File: config.mk
export PLATFORM = sky130hd
export DESIGN_NAME = sad_search_ctrl
export DESIGN_NICKNAME = d
export VERILOG_FILES = /design/src/rtl/sad_search_ctrl.sv
export SDC_FILE = /design/constraint.sdc
export NUM_CORES = 1
export LEC_CHECK = 0
export CORE_MARGIN = 10
export CORE_UTILIZATION = 55
export DETAILED_ROUTE_END_ITERATION = 8
export PLACE_DENSITY = 0.93
export SYNTH_ARGS = -nofsm -noshare
export SYNTH_HDL_FRONTEND = slang
export SYNTH_SLANG_ARGS = --single-unit
File: constraint.sdc
create_clock -name clk -period 4.4 [get_ports clk]
set_clock_uncertainty 0.05 [all_clocks]
set_input_delay 0.44 -clock clk [delete_from_list [all_inputs] [get_ports clk]]
set_output_delay 0.44 -clock clk [all_outputs]
set_load 0.03 [all_outputs]
File: src/rtl/sad_search_ctrl.sv
// Block-matching search controller: launches one SAD computation per candidate,
// keeps the minimum SAD and its index, and aborts if the engine never completes.
module sad_search_ctrl #(
  parameter int N_CAND  = 16,
  parameter int SAD_W   = 16,
  parameter int TIMEOUT = 1024,
  localparam int IDX_W  = $clog2(N_CAND)
) (
  input  logic             clk,
  input  logic             rstn_i,
  input  logic             start_i,
  output logic             busy_o,
  output logic             done_o,
  output logic             err_o,
  output logic             sad_enb_o,
  input  logic             sad_busy_i,
  input  logic [SAD_W-1:0] sad_val_i,
  output logic [IDX_W-1:0] cand_o,
  output logic [SAD_W-1:0] best_sad_o,
  output logic [IDX_W-1:0] best_idx_o
);

  localparam logic [2:0] S_IDLE    = 3'd0;
  localparam logic [2:0] S_LAUNCH  = 3'd1;
  localparam logic [2:0] S_WAIT    = 3'd2;
  localparam logic [2:0] S_CAPTURE = 3'd3;
  localparam logic [2:0] S_DONE    = 3'd4;

  localparam int CNT_W = $clog2(TIMEOUT + 1);

  logic [2:0]       state_q, state_d;
  logic [CNT_W-1:0] cnt_q, cnt_d;
  logic [IDX_W-1:0] cand_q, cand_d;
  logic [IDX_W-1:0] best_idx_q, best_idx_d;
  logic [SAD_W-1:0] best_sad_q, best_sad_d;
  logic             err_q, err_d;
  logic             busy_q, busy_d;
  logic             enb_q, enb_d;
  logic             done_q, done_d;
  logic             last_cand_s;
  logic             take_s;

  assign last_cand_s = (cand_q == IDX_W'(N_CAND - 1));
  // Candidate 0 always seeds the minimum; later ones replace it only when strictly smaller.
  assign take_s      = (cand_q == {IDX_W{1'b0}}) || (sad_val_i < best_sad_q);

  // Next-state, datapath and Moore output decode
  always_comb begin
    state_d    = state_q;
    cnt_d      = cnt_q;
    cand_d     = cand_q;
    best_idx_d = best_idx_q;
    best_sad_d = best_sad_q;
    err_d      = err_q;
    case (state_q)
      S_IDLE: begin
        if (start_i) begin
          state_d = S_LAUNCH;
          cand_d  = {IDX_W{1'b0}};
          err_d   = 1'b0;
          cnt_d   = {CNT_W{1'b0}};
        end else begin
          state_d = S_IDLE;
        end
      end
      S_LAUNCH: begin
        cnt_d   = {CNT_W{1'b0}};
        state_d = S_WAIT;
      end
      S_WAIT: begin
        if (!sad_busy_i) begin
          state_d = S_CAPTURE;
        end else begin
          cnt_d = cnt_q + CNT_W'(1);
          if (cnt_q == CNT_W'(TIMEOUT - 1)) begin
            state_d = S_DONE;
            err_d   = 1'b1;
          end else begin
            state_d = S_WAIT;
          end
        end
      end
      S_CAPTURE: begin
        if (take_s) begin
          best_sad_d = sad_val_i;
          best_idx_d = cand_q;
        end else begin
          best_sad_d = best_sad_q;
        end
        if (last_cand_s) begin
          state_d = S_DONE;
        end else begin
          cand_d  = cand_q + IDX_W'(1);
          state_d = S_LAUNCH;
        end
      end
      S_DONE:  state_d = S_IDLE;
      default: state_d = S_IDLE;
    endcase
    busy_d = (state_d == S_LAUNCH) || (state_d == S_WAIT) || (state_d == S_CAPTURE);
    enb_d  = (state_d == S_LAUNCH);
    done_d = (state_d == S_DONE);
  end

  // State and registered outputs
  always_ff @(posedge clk or negedge rstn_i) begin
    if (!rstn_i) begin
      state_q    <= S_IDLE;
      cnt_q      <= {CNT_W{1'b0}};
      cand_q     <= {IDX_W{1'b0}};
      best_idx_q <= {IDX_W{1'b0}};
      best_sad_q <= {SAD_W{1'b0}};
      err_q      <= 1'b0;
      busy_q     <= 1'b0;
      enb_q      <= 1'b0;
      done_q     <= 1'b0;
    end else begin
      state_q    <= state_d;
      cnt_q      <= cnt_d;
      cand_q     <= cand_d;
      best_idx_q <= best_idx_d;
      best_sad_q <= best_sad_d;
      err_q      <= err_d;
      busy_q     <= busy_d;
      enb_q      <= enb_d;
      done_q     <= done_d;
    end
  end

  assign busy_o     = busy_q;
  assign done_o     = done_q;
  assign err_o      = err_q;
  assign sad_enb_o  = enb_q;
  assign cand_o     = cand_q;
  assign best_sad_o = best_sad_q;
  assign best_idx_o = best_idx_q;

endmodule

==> summary.txt <==
Finish
  • Commonest non-fill, non-tap cell in the layout: clkdlybuf4s50_1
  • Finished Core Util: 0.723
  • Final antenna diode count: 0
  • Area Overhead vs Synth: 27.8%
  • Most frequent cells in the layout: clkdlybuf4s50_1 (46), dfrtp_1 (42), inv_1 (20)
  • NumNets Final: 287
  • Layout cells sized above 1: 0.152

Die
  • Die W: roughly 84 um
  • I/O pin total: 48
  • Site Rows: 23
  • Initial core utilization: 0.566
  • Die height: 83.9 um
  • Core area: 3970 sq um
  • DIE AREA: 7040 sq um

Drt
  • Post-Route WL: 4930 um
  • Initial drt markers: 122
  • DRT antenna net count: 0
  • Routed len/inst: around 16 um
  • Vias/cell: 5.51
  • DR vias: 1,653
  • Drt drc: 0
  • First-pass DRT Iterations: 4

Setup path
  • Worst reg-to-reg setup slack: around 1.8 ns
  • Crit path kind: in -> reg
  • Slowest Stage Delay on Critical Path: roughly 0.68 ns
  • Worst Setup Start Kind: input pin
  • CP required: 4.53 ns
  • Critical path buffers and inverters: 1
  • Crit end category: flop
  • Data arrival, critical path: 2.87 ns
  • Critical-path cell list: clkdlybuf4s50_1 -> ha_1 -> nand4_2 -> nor3_2 -> nand3b_1 -> a31oi_4 -> mux2_2
  • Slowest cell on crit path: a31oi_4
  • Crit path max fanout: 18
  • Crit path max-delay family: compound AO/OA/AOI/OAI gates

Synthesis
  • Post-synthesis sequential area ratio: 0.468
  • Area fraction in compound gates after synthesis: 0.0824
  • Post-synthesis mux area share: 0.122
  • Syn nets: 234
  • Largest family of logic cells by synthesized area: simple AND/OR/NAND/NOR gates
  • Syn Area/Cell: roughly 11 sq um
  • Mapped cell area: 2250 sq um
  • YS warnings: 0
  • Synth Register Bits: 42
  • Synth Area in Adders: 0.100
  • Synth cell types: 41
  • Simple-Gate Fraction of Synth Area: 0.150
  • Syn Inst Count: 196
  • Synth Area in XOR/XNOR: 0.0390

Pwr
  • Flop pwr share: 0.319
  • VDD IR max: around 0.38 mV
  • Cell Pwr Density: 706 nW/um^2
  • P_int: 1.20 mW
  • Sw frac: 0.408
  • NetSw: between 0.8 and 0.9 mW
  • LEAKAGE: 1.36 nW
  • Comb pwr share: 0.533
  • Clk pwr share: 0.148

CTS
  • Post CTS Setup Buffer Count: 0
  • Clock slew at reported path FFs: about 0.08 ns
  • Inserted Clock Buffers: 5
  • CTS tree: yes
  • CTS-repair resized insts: 0
  • Clk buf depth: 2
  • Root Buffer: clkbuf_8
  • Clk_lat worst skew: approximately 0.29 ns
  • Hold buffer count at cts: 0
  • H-tree level count: 2
  • CTS Sinks: 42

Placed design
  • DP HPWL: 3650 um
  • RePlAce Congestion: 0.800
  • IO Port Bufs: 47

Flow run
  • MaxCap Viol Count: 0

Status
  • Status: finished clean

Global route
  • Global-route wire length before repair: 8750 um
  • Initial antenna violation count: 0
  • Number of global-route vias before repair: 1,777
  • GRT Util Overall: 0.147
  • Largest net degree at the start of global routing: 43
  • Grt total ovfl: 0

STA
  • Post-route setup TNS: 0 ns
  • Period utilization: 0.625
  • Least-Margin Pin Slew: 0.928 ns
  • RSZ-0062 raised after global routing: false
  • Final setup vio count: 0
  • Final slew viol count: 0
  • Slew headroom: 0.381
  • Hold Fails Final Rpt: 0
  • Fmax achieved: 0.364 GHz
  • Minimum clock period: 2.75 ns

Worst hold path
  • HP Class: in -> async
==> synthesized netlist by cell type <==
| library cell | n | area share |
|---|---|---|
| o21bai_1 | 1 | 0.0033 |
| a21oi_1 | 8 | 0.018 |
| nand4_1 | 3 | 0.0084 |
| mux2_4 | 10 | 0.067 |
| and4bb_1 | 1 | 0.0056 |
| xnor2_1 | 4 | 0.016 |
| dfrtp_1 | 42 | 0.47 |
| and3_1 | 3 | 0.0084 |
| a31oi_4 | 1 | 0.0095 |
| and4_1 | 3 | 0.012 |
| nor4b_2 | 1 | 0.0067 |
| nand3b_1 | 3 | 0.010 |
| o22ai_1 | 3 | 0.0084 |
| nand2b_1 | 2 | 0.0056 |
| and2_1 | 1 | 0.0028 |
| nand4_2 | 1 | 0.0056 |
| inv_1 | 20 | 0.033 |
| o21ba_2 | 1 | 0.0045 |
| and2b_1 | 1 | 0.0033 |
| a31o_2 | 1 | 0.0039 |
| o31ai_1 | 1 | 0.0033 |
| nor4b_1 | 1 | 0.0039 |
| nor2_1 | 14 | 0.023 |
| nand2_1 | 9 | 0.015 |
| and4b_1 | 1 | 0.0045 |
| xor2_1 | 6 | 0.023 |
| or3b_2 | 1 | 0.0039 |
| nor2b_1 | 3 | 0.0084 |
| a2111oi_0 | 1 | 0.0039 |
| mux2_2 | 11 | 0.055 |
| o21a_1 | 1 | 0.0033 |
| a211oi_2 | 1 | 0.0056 |
| nor3_1 | 1 | 0.0022 |
| a211oi_1 | 1 | 0.0033 |
| ha_1 | 18 | 0.10 |
| buf_6 | 1 | 0.0050 |
| or2b_1 | 1 | 0.0033 |
| nand3_1 | 6 | 0.013 |
| o21ai_0 | 5 | 0.011 |
| nor3_2 | 1 | 0.0045 |
| o21ai_1 | 2 | 0.0045 |
==> layer usage <==
layer | global-route usage | wire, um | part of all wire
met2 | 0.245 | 2480 | 0.50
met1 | 0.173 | 2080 | 0.42
met3 | 0.0449 | 289 | 0.059
met4 | 0.0518 | 81 | 0.016
met5 | 0 | 0 | 0
==> worst paths after layout <==
check / cells past startpoint / start / end
worst max-delay path: 7 / sad_val_i[14] / best_sad_o[7]
worst min-delay path: 1 / rstn_i / cnt_q[9]
worst max register to register: 7 / best_sad_o[15] / best_sad_o[7]
worst min register to register: 1 / cnt_q[0] / cnt_q[0]
max in group asynchronous: 1 / rstn_i / best_sad_o[0]
min in group clk: 1 / cnt_q[0] / cnt_q[0]
==> metrics by stage <==
stage / std cells / worst slack [ns] / hold slack [ns] / instance area, sq um / total power [mW]
after global routing: 300 / 1.49 / 0.313 / 2870 / 2.18
after detailed placement: 292 / 1.33 / 0.451 / 2760 / 1.73
after CTS: 300 / 1.63 / 0.266 / 2870 / 2.05
final: 300 / 1.65 / 0.234 / 2870 / 2.03
after global placement: 292 / 1.43 / 0.432 / 2760 / 1.69
after floorplan: 196 / 2.01 / 0.0944 / 2250 / 1.35
==> final cells by class <==
class                      count  area [sq um]
multi-input combinational    133          1110
tap                           50          62.6
timing repair buffer          47           465
fill                         284          1100
clock buffer                   5          68.8
sequential                    42          1050
inverter                      20          75.1
clock inverter                 3          40.0
==> kinds of logic after synthesis <==
| kind of cell | Yosys count |
|---|---|
| adder cells (fa/ha/maj) | 18 |
| AO/OA/AOI/OAI | 27 |
| flip-flops | 42 |
| multiplexers | 21 |
| buffers and inverters | 21 |
| XOR/XNOR | 10 |
| AND/OR/NAND/NOR | 57 |
==> state kept, by name (all words and copies together), names as in the netlist <==
signal      cells
cand_o          4
best_idx_o      4
sad_enb_o       1
busy_o          1
best_sad_o     16
cnt_q          11
done_o          1
state_q         3
err_o           1
==> power groups by stage <==
stage	clock network, mW	registers (mW)	logic (mW)
after floorplan	0	0.848	0.507
after global placement	0	0.644	1.04
after detailed placement	0	0.652	1.08
after CTS	0.305	0.648	1.10
after global routing	0.323	0.671	1.18
final	0.300	0.647	1.08
(Power assumes the default switching activity.)
